## config.mk

```make
export PLATFORM = sky130hd
export DESIGN_NAME = dst_stream_out
export DESIGN_NICKNAME = d
export VERILOG_FILES = /design/src/rtl/dst_stream_out.sv
export SDC_FILE = /design/constraint.sdc
export NUM_CORES = 1
export LEC_CHECK = 0
export BUFFER_PORTS_ARGS = -buffer_cell sky130_fd_sc_hd__buf_2
export CAP_MARGIN = 0
export CORE_AREA = 10 10 115 117
export CTS_BUF_LIST = sky130_fd_sc_hd__clkbuf_2
export CTS_CLUSTER_DIAMETER = 200
export DETAILED_ROUTE_END_ITERATION = 8
export DIE_AREA = 0 0 125 127
export PLACE_DENSITY_LB_ADDON = 0.12
export RECOVER_POWER = 50
export SLEW_MARGIN = 20
export SYNTH_ARGS = -nofsm -noshare
export SYNTH_HDL_FRONTEND = slang
export SYNTH_SLANG_ARGS = --single-unit
```

## constraint.sdc

```tcl
create_clock -name clk -period 3.1 [get_ports clk]
set_clock_uncertainty 0.1 [all_clocks]
set_input_delay 0.31 -clock clk [delete_from_list [all_inputs] [get_ports clk]]
set_output_delay 0.31 -clock clk [all_outputs]
set_load 0.01 [all_outputs]
```

## src/rtl/dst_stream_out.sv

```systemverilog
// dst_stream_out: turns output-buffer reads issued by the batch controller
// into an AXI-Stream. Each read returns data one cycle later; that word and
// its "last word of the batch" flag go into a small FIFO whose head entry
// drives the stream. dst_ready reserves room for the read still in flight.
module dst_stream_out #(
    parameter int DW    = 32,
    parameter int DEPTH = 4
) (
    input  logic          clk,
    input  logic          rst_n,
    input  logic          run,
    input  logic [11:0]   ds,
    input  logic          dst_v,
    input  logic [11:0]   dst_a,
    output logic          dst_ready,
    input  logic [DW-1:0] rd_data,
    output logic          m_axis_tvalid,
    output logic [DW-1:0] m_axis_tdata,
    output logic          m_axis_tlast,
    input  logic          m_axis_tready,
    output logic          done
);

    localparam int AW = (DEPTH > 1) ? $clog2(DEPTH) : 1;
    localparam int CW = AW + 1;

    // Each entry is {tlast, tdata}
    logic [DW:0]   fifo_mem_reg [DEPTH];
    logic [AW-1:0] wr_ptr_reg;
    logic [AW-1:0] rd_ptr_reg;
    logic [CW-1:0] cnt_reg;
    logic [CW-1:0] cnt_next;
    logic [CW-1:0] occupancy;
    logic          rd_pend_reg;
    logic          last_q_reg;
    logic          done_reg;
    logic          rd_accept;
    logic          push;
    logic          pop;

    // Occupancy counts the in-flight read so a returning word always has a slot;
    // pops in the current cycle are deliberately not credited.
    assign occupancy     = cnt_reg + CW'(rd_pend_reg);
    assign dst_ready     = occupancy < CW'(DEPTH);

    // A strobe while not ready, or while flushing, is dropped outright.
    assign rd_accept     = run & dst_v & dst_ready;
    assign push          = run & rd_pend_reg;

    assign m_axis_tvalid = (cnt_reg != '0);
    assign pop           = run & m_axis_tvalid & m_axis_tready;
    assign m_axis_tdata  = fifo_mem_reg[rd_ptr_reg][DW-1:0];
    assign m_axis_tlast  = fifo_mem_reg[rd_ptr_reg][DW];
    assign done          = done_reg;

    // Next FIFO fill level: simultaneous push and pop cancel out.
    always_comb begin
        cnt_next = cnt_reg;
        if (push && !pop) begin
            cnt_next = cnt_reg + CW'(1);
        end else if (pop && !push) begin
            cnt_next = cnt_reg - CW'(1);
        end
    end

    // Control state: read pipeline, pointers, fill level and done pulse; run low flushes.
    always_ff @(posedge clk or negedge rst_n) begin
        if (!rst_n) begin
            cnt_reg     <= '0;
            wr_ptr_reg  <= '0;
            rd_ptr_reg  <= '0;
            rd_pend_reg <= 1'b0;
            last_q_reg  <= 1'b0;
            done_reg    <= 1'b0;
        end else if (!run) begin
            cnt_reg     <= '0;
            wr_ptr_reg  <= '0;
            rd_ptr_reg  <= '0;
            rd_pend_reg <= 1'b0;
            done_reg    <= 1'b0;
        end else begin
            cnt_reg     <= cnt_next;
            rd_pend_reg <= rd_accept;
            if (rd_accept) begin
                last_q_reg <= (dst_a == ds);
            end
            if (push) begin
                wr_ptr_reg <= wr_ptr_reg + AW'(1);
            end
            if (pop) begin
                rd_ptr_reg <= rd_ptr_reg + AW'(1);
            end
            done_reg    <= pop & m_axis_tlast;
        end
    end

    // FIFO storage: written with the returning word; cleared on reset so tdata idles at 0.
    always_ff @(posedge clk or negedge rst_n) begin
        if (!rst_n) begin
            for (int i = 0; i < DEPTH; i++) begin
                fifo_mem_reg[i] <= '0;
            end
        end else if (push) begin
            fifo_mem_reg[wr_ptr_reg] <= {last_q_reg, rd_data};
        end
    end

endmodule

```

* Yosys cells after proc, flatten, opt, wreduce, memory -nomap -nowiden *
Index checks and enable logic that the tools add are counted.

word-level totals
  bits in registers = 142
  output and inout port bits = 36
  word-level logic and storage cells = 53
  bits of input ports = 61

cells by class
  $add $sub $neg = 5
  $lt $le $gt $ge = 4
  reductions and logical operators = 7
  muxes and demuxes = 15
  bitwise operators = 8
  eq/ne operators = 4

operators by type and width
  operator                                                              count
  132-bit bitwise mux                                                   1
  33-bit two-way mux                                                    3
  33-bit binary-select mux with 2-bit select                            1
  33-bit demux with 2-bit select                                        1
  12-bit equality test                                                  1
  3-bit two-way mux                                                     3
  2-bit two-way mux                                                     4
  1-bit AND                                                             6
  3-bit greater-or-equal comparator, second input constant              2
  2-bit inverter with 3-bit output                                      2
  2-bit by 1-bit adder with 2-bit output, second input constant         2
  2-bit by 1-bit != test with 1-bit output, second input constant       2
  3-bit by 1-bit adder with 3-bit output                                1
  3-bit by 1-bit adder with 3-bit output, second input constant         1
  1-bit logical AND                                                     3
  3-bit by 1-bit < comparator with 1-bit output, second input constant  1
  3-bit < comparator, second input constant                             1
  3-bit by 1-bit != test with 1-bit output, second input constant       1
  3-bit nonzero test                                                    1
  3-bit by 1-bit subtractor with 3-bit output, second input constant    1
  1-bit zero test                                                       2
  1-bit two-way mux                                                     2
  2-bit AND reduction                                                   1

* Longest topological paths before layout *
Gate-level depths: netlist (run 1).

  depth in word-level cells = 7
  mapped depth = 9
  gate-level depth less buffers = 7

* Least setup slack after synthesis (run 1) *
OpenSTA, ideal clock, no wires.

  path type = input -> register
  start = in run
  end = reg cnt_reg[2]
  setup time = 120 ps
  slack = 1,178 ps
  data arrival time = 1,702 ps
  path buffers = 2
  stages = 8
  path through = buf_4 -> clkbuf_1 -> nand2_1 -> nor2_1 -> fa_1 -> nor2b_1 -> a221o_1 -> and3_1

between the ends
  word-level cells in the longest chain between the ends = 6

RTL lines
  item                     line  source
  from (decl)              11    input logic run,
  1-bit AND (2 in series)  51    assign pop = run & m_axis_tvalid & m_axis_tready;
  1-bit zero test          59    if (push && !pop) begin
  1-bit logical AND        59
  3-bit two-way mux        59
  3-bit two-way mux        75    end else if (!run) begin
  to (signal assigned)     82    cnt_reg <= cnt_next;
  to (decl)                31    logic [CW-1:0] cnt_reg;

Several ways; a longest one is shown, not always the timed one.
A chain may end at the register's enable or synchronous reset.

* Worst setup path after layout (run 1) *
  start = reg rd_ptr_reg[0]
  end = out m_axis_tlast

between the ends
  word-level cells in the longest chain between the ends = 4

RTL lines
  item                                                    line  source
  from (decl)                                             30    logic [AW-1:0] rd_ptr_reg;
  from (signal assigned)                                  91    rd_ptr_reg <= rd_ptr_reg + AW'(1);
  2-bit inverter with 3-bit output (not written as such)  53    assign m_axis_tlast = fifo_mem_reg[rd_ptr_reg][DW];
  33-bit binary-select mux with 2-bit select              53
  33-bit two-way mux (not written as such) (2 in series)  53
  to (decl)                                               19    output logic m_axis_tlast,

No other way between the ends. The select of a mux whose other input is x is not followed.

==> impl_metrics.env, run 1 <==
export IMPL_path_max_fanout=30
export IMPL_syn_avg_cell_area_um2=16.6
export IMPL_core_area_mm2=0.0111
export IMPL_cts_root_buf="clkbuf_2"
export IMPL_cp_end_kind="primary output"
export IMPL_crit_family="multiplexers"
export IMPL_hold_path_class="in2reg"
export IMPL_worstSetupPathType="reg2out"
export IMPL_die_x_um=125
export IMPL_synth_area_mm2=0.00644
export IMPL_die_area_mm2=0.0159
export IMPL_fmax_ghz=0.371
export IMPL_yosysWarnings=0
export IMPL_setup_violations=0
export IMPL_cap_violations=1
export IMPL_synth_edf_count=0
export IMPL_status="finished, violations left"
export IMPL_tightest_slew_ns=1.88
export IMPL_dieHeight_um=127
export IMPL_drc=0
export IMPL_switchingPower_w=0.00178
export IMPL_synthFlopType="dfrtp_1"
export IMPL_antenna_cells=0
export IMPL_clk_latency_ns=0.69
export IMPL_cts_resized=0
export IMPL_place_hpwl_um=8370
export IMPL_crit_chain="buf_12, mux4_2, buf_2"
export IMPL_cts_buffers=17
export IMPL_peakVddDrop_uv=403
export IMPL_power_internal_w=0.00383
export IMPL_synth_top_area_share_pct=55.2
export IMPL_worst_slack_ns=0.403
export IMPL_cts_num_sinks=142
export IMPL_start_util_pct=57.9
export IMPL_grt_usage_pct=16.8
export IMPL_ys_seq_elements=142
export IMPL_grt_pass1_vias=4189
export IMPL_pre_cts_slack_ns=0.902
export IMPL_seqPwrFrac_pct=48.0
export IMPL_cts_clk_slew_worst_paths_ns=0.19
export IMPL_drive_gt1_share_pct=49.8
export IMPL_ys_top_cells_by_count="142 x dfrtp_1, 100 x mux2_2, 33 x mux2_1, 33 x mux4_2, 14 x xnor2_1"
export IMPL_post_layout_total_power_w=0.00562
export IMPL_dr_pass1_iters=5
export IMPL_syn2layout_area_growth_pct=16.9
export IMPL_pwr_share_clk_pct=14.4
export IMPL_port_buffers=96
export IMPL_worstPathRequired_ns=2.69
export IMPL_violations="capacitance limit, slew limit"
export IMPL_cts_tree="yes"
export IMPL_maxSlewViolCount=79
export IMPL_io_pins=97
export IMPL_slew_headroom_pct=-25.4
export IMPL_synth_top_area_cell="dfrtp_1"
export IMPL_nNetsFinal=593
export IMPL_syn_num_nets=455
export IMPL_gr_total_overflow=0
export IMPL_netSwitchingFraction_pct=31.7
export IMPL_wire_per_inst_um=18.9
export IMPL_grt_max_degree=79
export IMPL_synth_area_top_cells="dfrtp_1 55%, mux2_2 17%, mux4_2 12%, mux2_1 5.8%, xnor2_1 1.9%"
export IMPL_antenna_found_initial=0
export IMPL_drtAntennaViolNets=0
export IMPL_largest_reg_flops=132
export IMPL_power_density_mw_per_mm2=746
export IMPL_fill_cells=822
export IMPL_dpl_instance_area_mm2=0.00702
export IMPL_std_cell_rows=39
export IMPL_ys_seq_area_share_pct=55.2
export IMPL_cts_buffer_depth=2
export IMPL_rsz0062_at_grt="false"
export IMPL_critPathBufInv=2
export IMPL_drtIter0Drc=141
export IMPL_synth_most_common_cell="dfrtp_1"
export IMPL_critPathMaxStageDelay_ns=0.58
export IMPL_fin_crit_ns=2.70
export IMPL_leakage_nw=3.63
export IMPL_synthArstFlopShare_pct=100
export IMPL_drt_total_wl_um=12800
export IMPL_period_share_pct=87.0
export IMPL_gp_congestion=0.703
export IMPL_stdcell_area_mm2=0.00753
export IMPL_pwr_share_comb_pct=37.6
export IMPL_syn_instance_count=389
export IMPL_cts_setup_buffers=0
export IMPL_vias=3739
export IMPL_cp_start_kind="flop"
export IMPL_grt_pass1_wl_um=21500
export IMPL_ys_types=31
export IMPL_htree_levels=4
export IMPL_vias_per_cell=5.49
export IMPL_finalSetupTns_ns=0
export IMPL_cp_slowest_cell="mux4_2"
export IMPL_cp_arrival_ns=2.29
export IMPL_hold_violations=0
==> cells by family (layout without fill, tap and decap cells) <==
family	after synthesis	in the layout	synth area share [%]
compound gates	4	4	0.719
simple gates	26	26	3.01
fa+ha+maj	5	5	1.09
flops	142	142	55.2
buf+inv	27	176	2.51
mux	167	167	34.9
xor+xnor	18	18	2.56
==> metrics by stage <==
stage	std cells	hold WS, ns	util [%]
floorplan	389	-0.0856	-
CTS	678	0.0137	67.7
global placement	611	0.270	63.1
detailed placement	611	0.284	63.1
finish	681	0.0895	67.7
global route	681	0.00351	67.7
==> worst paths after layout <==
check / start / endpoint / slack (ns) / cells after the start
min in group asynchronous: rst_n / fifo_mem_reg[120]$_DFFE_PN0P_ / 0.56 / 2
max in group asynchronous: rst_n / fifo_mem_reg[101]$_DFFE_PN0P_ / 0.67 / 3
hold reg to reg: fifo_mem_reg[82]$_DFFE_PN0P_ / fifo_mem_reg[82]$_DFFE_PN0P_ / 0.41 / 1
setup reg to reg: rd_pend_reg$_DFF_PN0_ / fifo_mem_reg[38]$_DFFE_PN0P_ / 0.53 / 2
hold / removal: dst_a[6] / last_q_reg$_DFFE_PN0P_ / 0.09 / 5
setup / recovery: rd_ptr_reg[0]$_DFFE_PN0P_ / m_axis_tlast / 0.40 / 3
==> cell usage in the layout, fill, tap and decap left out, drive strengths merged, types with 4 or more instances in the layout <==
cell type / synthesis / final
inv: 4 / 4
clkbuf: 1 / 30
mux4: 33 / 33
and2: 4 / 4
nand3: 5 / 5
xnor2: 14 / 14
ha: 4 / 4
nand2: 4 / 4
dfrtp: 142 / 142
xor2: 4 / 4
dlygate4sd3: 0 / 40
mux2: 133 / 133
clkinv: 0 / 5
buf: 22 / 97
==> cell type report <==
| class | count | area [um^2] | area share [%] |
|---|---|---|---|
| sequential | 142 | 3560 | 47.2 |
| clock buffer | 25 | 125 | 1.66 |
| timing repair buffer | 142 | 928 | 12.3 |
| tap | 143 | 179 | 2.38 |
| multi-input combinational | 220 | 2710 | 36.0 |
| inverter | 4 | 15.0 | 0.199 |
| clock inverter | 5 | 20.0 | 0.266 |
==> power groups by stage <==
stage | clock, W | sequential (W) | combinational [W]
detailed placement | 0 | 0.00274 | 0.00213
CTS | 0.000841 | 0.00270 | 0.00218
finish | 0.000810 | 0.00269 | 0.00211
global route | 0.000928 | 0.00277 | 0.00232
floorplan | 0 | 0.00259 | 0.00154
global placement | 0 | 0.00270 | 0.00207
==> layer usage <==
metal	share of wire (%)	vias up	wire (um)	global-route usage [%]
met5	0	-	0	0
li1	-	1714	-	-
met1	43	1936	5470	20.6
met3	4.2	19	538	5.00
met4	1.4	0	176	6.44
met2	52	70	6660	27.6
==> worst min-delay path: stages <==
cell and delay [ns]:
buf_2 0.09, xnor2_1 0.06, nand4_1 0.07, nor3_1 0.06, mux2_1 0.28
==> timing repair <==
| item | 4_1_cts | 5_1_grt |
|---|---|---|
| endpoints found under the hold margin | 213 | 1 |
| setup endpoints to repair | 0 | 0 |
| hold buffers | 37 | 3 |
No activity file was read; power rests on OpenSTA's default activity.
==> run 2: changes to the inputs <==
--- a/config.mk
+++ b/config.mk
@@ -7,11 +7,11 @@
 export LEC_CHECK = 0
 export BUFFER_PORTS_ARGS = -buffer_cell sky130_fd_sc_hd__buf_2
 export CAP_MARGIN = 0
-export CORE_AREA = 10 10 115 117
+export CORE_AREA = 4 4 109 111
 export CTS_BUF_LIST = sky130_fd_sc_hd__clkbuf_2
 export CTS_CLUSTER_DIAMETER = 200
 export DETAILED_ROUTE_END_ITERATION = 8
-export DIE_AREA = 0 0 125 127
+export DIE_AREA = 0 0 113 115
 export PLACE_DENSITY_LB_ADDON = 0.12
 export RECOVER_POWER = 50
 export SLEW_MARGIN = 20
==> run 2 against run 1 <==
Power increased by 7.0%. Critical endpoint is now m_axis_tdata[13]. Worst hold slack improved by 0.019 ns. The flow still finishes with violations (capacitance limit, slew limit). Flip-flop and latch count unchanged. Cell count decreased by 0.73%. Critical path type unchanged. Design area increased by 1.3%. Sequential power increased by 1%. Global-route usage increased by 3.3 points.
==> impl_metrics.env, run 2 (synthesis gave the netlist of run 1 again) <==
export IMPL_status="finished, violations left"
export IMPL_violations="capacitance limit, slew limit"
export IMPL_min_delay_start="dst_a[6]"
export IMPL_crit_family="flip-flops"
export IMPL_critPathBufInv=2
export IMPL_dieHeight_um=115
export IMPL_cp_num_cells=3
export IMPL_hold_violations=0
export IMPL_r2r_end="fifo_mem_reg[38]$_DFFE_PN0P_"
export IMPL_drtAntennaViolNets=0
export IMPL_port_buffers=96
export IMPL_syn2layout_area_growth_pct=18.5
export IMPL_start_util_pct=59.7
export IMPL_die_x_um=113
export IMPL_cts_root_buf="clkbuf_2"
export IMPL_finalSetupTns_ns=0
export IMPL_reg2reg_depth=2
export IMPL_fin_crit_ns=2.79
export IMPL_holdPathStages=5
export IMPL_peakVddDrop_uv=456
export IMPL_grt_pass1_wl_um=20300
export IMPL_clk_latency_ns=0.65
export IMPL_ff_latch_area_mm2=0.00356
export IMPL_critPathMaxStageDelay_ns=0.73
export IMPL_cts_buffers=17
export IMPL_cts_buffer_depth=2
export IMPL_rsz0062_at_grt="false"
export IMPL_antenna_found_initial=0
export IMPL_core_area_mm2=0.0108
export IMPL_gp_congestion=0.724
export IMPL_cp_arrival_ns=2.38
export IMPL_htree_levels=4
export IMPL_period_share_pct=89.9
export IMPL_cap_violations=1
export IMPL_drtIter0Drc=119
export IMPL_power_density_mw_per_mm2=787
export IMPL_cts_num_sinks=142
export IMPL_tightest_slew_ns=1.84
export IMPL_r2r_start="rd_pend_reg$_DFF_PN0_"
export IMPL_hold_path_class="in2reg"
export IMPL_nNetsFinal=589
export IMPL_dpl_instance_area_mm2=0.00701
export IMPL_fill_cells=734
export IMPL_gr_total_overflow=0
export IMPL_layout_commonest_cell="dfrtp_1"
export IMPL_stdcell_area_mm2=0.00763
export IMPL_dr_pass1_iters=4
export IMPL_cp_start_kind="flop"
export IMPL_cts_tree="yes"
export IMPL_worstPathRequired_ns=2.69
export IMPL_fmax_ghz=0.359
export IMPL_vias=3699
export IMPL_multi_input_area_mm2=0.00271
export IMPL_drc=0
export IMPL_path_max_fanout=22
export IMPL_final_cell_mix="140 x dfrtp_1, 100 x mux2_2, 94 x buf_2"
export IMPL_antenna_cells=0
export IMPL_drive_gt1_share_pct=50.4
export IMPL_cts_clk_slew_worst_paths_ns=0.19
export IMPL_grt_usage_pct=20.1
export IMPL_vias_per_cell=5.47
export IMPL_io_pins=97
export IMPL_cp_slowest_cell="dfrtp_2"
export IMPL_setup_violations=0
export IMPL_cts_setup_buffers=0
export IMPL_drt_total_wl_um=12000
export IMPL_place_hpwl_um=7520
export IMPL_hold_path_endpoint="last_q_reg$_DFFE_PN0P_"
export IMPL_worst_slack_ns=0.312
export IMPL_std_cell_rows=38
export IMPL_wire_per_inst_um=17.8
export IMPL_pre_cts_slack_ns=0.892
export IMPL_grt_pass1_vias=4123
export IMPL_worstSetupPathType="reg2out"
export IMPL_rrSetupSlack_ns=0.54
export IMPL_maxSlewViolCount=78
export IMPL_die_area_mm2=0.0130
export IMPL_grt_max_degree=78
export IMPL_largest_reg_flops=132
export IMPL_post_route_util_pct=70.7
export IMPL_leakage_nw=3.67
export IMPL_slew_headroom_pct=-22.9
export IMPL_cp_end_kind="primary output"
export IMPL_crit_chain="buf_12, mux4_2, buf_2"
## run 2: cell count changes in the layout (fill, tap and decap cells not counted), sizes merged
cell / delta
buf: -1
dlygate4sd3: -3
clkinv: +2
bufinv: +5
clkbuf: -7
clkinvlp: +2
## run 2: stage by stage
stage	std cells	hold slack (ns)	power (W)
5_1_grt	676	0.0806	0.00640
3_3_place_gp	607	0.276	0.00475
2_1_floorplan	389	-0.0856	0.00413
4_1_cts	676	0.0523	0.00610
6_report	676	0.108	0.00601
3_5_place_dp	607	0.276	0.00483
## run 2: worst reg2reg max path, stage by stage, from the launching register on
cell and delay (ns):
dfrtp_1 0.78, nand3_2 0.94, mux2_1 0.65
## run 2: area by class of cell
type	count	share of cell area [%]
Inverter	4	0.197
Clock inverter	14	2.59
Timing Repair Buffer	138	11.7
Sequential cell	142	46.6
Tap cell	140	2.30
Multi-Input combinational cell	220	35.5
Clock buffer	18	1.18
## run 2: worst max path at each step
stage | from | to | slack (ns)
after floorplan | run | cnt_reg[2]$_DFFE_PN0P_ | 1.18
after global placement | rd_pend_reg$_DFF_PN0_ | fifo_mem_reg[86]$_DFFE_PN0P_ | 0.94
after detailed placement | rd_pend_reg$_DFF_PN0_ | fifo_mem_reg[90]$_DFFE_PN0P_ | 0.89
after CTS | rd_ptr_reg[0]$_DFFE_PN0P_ | m_axis_tdata[0] | 0.17
after global routing | rd_ptr_reg[0]$_DFFE_PN0P_ | m_axis_tlast | 0.08
final | rd_ptr_reg[0]$_DFFE_PN0P_ | m_axis_tdata[13] | 0.31
## run 2: layer usage
layer / vias to the layer above / global-route usage, % / share of wire [%]
li1: 1705 / - / -
met1: 1924 / 25.9 / 43
met2: 57 / 34.1 / 52
met3: 13 / 5.00 / 4.0
met4: 0 / 6.33 / 0.91
met5: - / 0 / 0
## run 2: power by group
group	switching (W)	leakage, nW	total (W)	internal, W
clock network	0.000631	0.168	0.00123	0.000601
logic	0.000807	1.64	0.00204	0.00124
registers	0.000360	1.86	0.00273	0.00237
total	0.00180	3.67	0.00601	0.00421
## run 2: timing repair
item | in CTS | in global routing
resized for setup | 0 | 0
hold endpoints to repair | 212 | 0
hold buffers | 37 | 0
==> run 3: changes to the inputs <==
--- a/config.mk
+++ b/config.mk
@@ -7,11 +7,11 @@
 export LEC_CHECK = 0
 export BUFFER_PORTS_ARGS = -buffer_cell sky130_fd_sc_hd__buf_2
 export CAP_MARGIN = 0
-export CORE_AREA = 4 4 109 111
+export CORE_AREA = 4 4 116 118
 export CTS_BUF_LIST = sky130_fd_sc_hd__clkbuf_2
 export CTS_CLUSTER_DIAMETER = 200
 export DETAILED_ROUTE_END_ITERATION = 8
-export DIE_AREA = 0 0 113 115
+export DIE_AREA = 0 0 120 122
 export PLACE_DENSITY_LB_ADDON = 0.12
 export RECOVER_POWER = 50
 export SLEW_MARGIN = 20
==> constraint.sdc (replaced) <==
create_clock -name clk -period 2.45 [get_ports clk]
set_clock_uncertainty 0.1 [all_clocks]
set_input_delay 0.245 -clock clk [delete_from_list [all_inputs] [get_ports clk]]
set_output_delay 0.245 -clock clk [all_outputs]
set_load 0.01 [all_outputs]
==> run 3 against run 2 <==
The flow finishes with violations (setup timing). Clock power rose by 24%. Worst hold slack gained 0.10 ns. Sequential power rose by 23%. Count of clock-buffer cells in the layout decreased by 1. Wire length is 9.5% higher. Setup slack worse by 0.32 ns. Via count increased by 3.3%. Power grew 40%. Global-route usage down 0.41 points. Design area grew 6.9%. First-iteration DRC count up 30%. Critical path type unchanged. Largest cell class unchanged. Highest routed layer unchanged.
==> impl_metrics.env, run 3 (synthesis gave the netlist of run 1 again) <==
export IMPL_rsz0062_at_grt="true"
export IMPL_wire_per_inst_um=18.0
export IMPL_gp_congestion=0.711
export IMPL_peakVddDrop_uv=592
export IMPL_fill_cells=955
export IMPL_die_area_mm2=0.0146
export IMPL_period_share_pct=100
export IMPL_dr_pass1_iters=4
export IMPL_die_x_um=120
export IMPL_cts_num_sinks=142
export IMPL_rrSetupSlack_ns=0.06
export IMPL_wl_met2_um=6810
export IMPL_cts_root_buf="clkbuf_2"
export IMPL_grt_max_degree=58
export IMPL_fin_crit_ns=2.46
export IMPL_tightest_slew_ns=1.40
export IMPL_antenna_cells=0
export IMPL_cp_start_kind="flop"
export IMPL_core_area_mm2=0.0125
export IMPL_dieHeight_um=122
export IMPL_layout_commonest_cell="dfrtp_1"
export IMPL_grt_pass1_vias=4313
export IMPL_drtIter0Drc=155
export IMPL_power_density_mw_per_mm2=1030
export IMPL_htree_levels=4
export IMPL_hold_ws_ns=0.210
export IMPL_stdcell_area_mm2=0.00816
export IMPL_drive_gt1_share_pct=51.7
export IMPL_cp_arrival_ns=2.11
export IMPL_fmax_ghz=0.407
export IMPL_cts_clk_slew_worst_paths_ns=0.22
export IMPL_dpl_instance_area_mm2=0.00708
export IMPL_io_pins=97
export IMPL_maxSlewViolCount=0
export IMPL_std_cell_rows=41
export IMPL_drtAntennaViolNets=0
export IMPL_critPathMaxStageDelay_ns=0.52
export IMPL_cp_end_kind="primary output"
export IMPL_leakage_nw=3.84
export IMPL_hold_violations=0
export IMPL_cts_buffers=17
export IMPL_cp_slowest_cell="mux4_2"
export IMPL_fin_cells=731
export IMPL_ff_latch_area_mm2=0.00356
export IMPL_final_cell_mix="137 x dfrtp_1, 100 x mux2_2, 69 x buf_2"
export IMPL_worstPathRequired_ns=2.11
export IMPL_nNetsFinal=612
export IMPL_violations="setup timing"
export IMPL_drc=0
export IMPL_multi_input_area_mm2=0.00273
export IMPL_place_hpwl_um=7610
export IMPL_grt_usage_pct=19.7
export IMPL_hold_path_class="in2reg"
export IMPL_setup_violations=3
export IMPL_slew_headroom_pct=6.96
export IMPL_path_max_fanout=6
export IMPL_drt_total_wl_um=13200
export IMPL_cap_violations=0
export IMPL_start_util_pct=51.7
export IMPL_port_buffers=96
export IMPL_gr_total_overflow=0
export IMPL_largest_reg_flops=132
export IMPL_cts_tree="yes"
export IMPL_worst_slack_ns=-0.00800
export IMPL_dr_wl_met3_um=491
export IMPL_met1_length_um=5680
export IMPL_crit_chain="buf_4, clkbuf_16, mux4_2, buf_6"
export IMPL_worstSetupPathType="reg2out"
export IMPL_grt_pass1_wl_um=21900
export IMPL_status="finished, violations left"
export IMPL_vias=3822
export IMPL_dp_cells=640
export IMPL_antenna_found_initial=0
export IMPL_clk_latency_ns=0.71
export IMPL_cts_buffer_depth=2
export IMPL_syn2layout_area_growth_pct=26.7
export IMPL_vias_per_cell=5.23
export IMPL_top_layer="met4"
[run 3: changes by cell type in the layout (fill, tap and decap cells not counted), moves of 2 or more]
cell           before  now
buf_6               0   28
buf_16              0    3
dfrtp_1           140  137
dlygate4sd3_1      37   48
buf_12              1    3
dfrtp_2             2    5
inv_6               0    2
buf_2              94   69
buf_4               1    4
[run 3: what timing repair did]
action,CTS,global route
buffers inserted,5,2
endpoints found under the hold margin,280,0
resized for setup,26,12
setup endpoints to repair,34,36
hold buffers,49,0
cloned,3,1
[run 3: layout make-up]
class                           instances  share of cell area (%)
Clock inverter                         15                    2.36
Timing Repair Buffer                  161                    16.7
Clock buffer                           17                    1.04
Sequential cell                       142                    43.6
Inverter                                4                   0.184
Tap cell                              172                    2.64
Multi-Input combinational cell        220                    33.5
[run 3: routing by layer]
metal  global-route usage (%)  vias up
li1                         -     1754
met1                     25.5     1985
met2                     32.6       66
met3                     5.20       17
met4                     6.73        0
met5                        0        -
[run 3: critical path, delay by kind of cell, from the launching register on]
kind                   cells  cell delay, ns
DFF                        1            0.44
muxes                      1            0.52
buffers and inverters      3            0.46
[run 3: metrics by stage]
stage	total power, W	TNS, ns	worst slack, ns	util (%)
after global placement	0.00605	0	0.529	56.8
after floorplan	0.00522	0	0.593	-
final	0.00840	-0.0113	-0.00800	65.4
after detailed placement	0.00614	0	0.453	56.8
after global routing	0.00895	-5.02	-0.170	65.4
after CTS	0.00831	-2.21	-0.104	65.0
[run 3: path summary, 6_finish.rpt]
kind	start	end	cells past startpoint
hold / removal	rd_data[26]	fifo_mem_reg[92]$_DFFE_PN0P_	3
min in group asynchronous	rst_n	fifo_mem_reg[12]$_DFFE_PN0P_	4
max in group asynchronous	rst_n	rd_ptr_reg[1]$_DFFE_PN0P_	4
setup reg to reg	rd_pend_reg$_DFF_PN0_	last_q_reg$_DFFE_PN0P_	6
hold reg to reg	fifo_mem_reg[90]$_DFFE_PN0P_	fifo_mem_reg[90]$_DFFE_PN0P_	1
setup / recovery	rd_ptr_reg[0]$_DFFE_PN0P_	m_axis_tdata[20]	4
[run 3: power by group]
part           internal (W)  switching, W
logic               0.00221       0.00130
clock network      0.000667      0.000857
registers           0.00301      0.000358
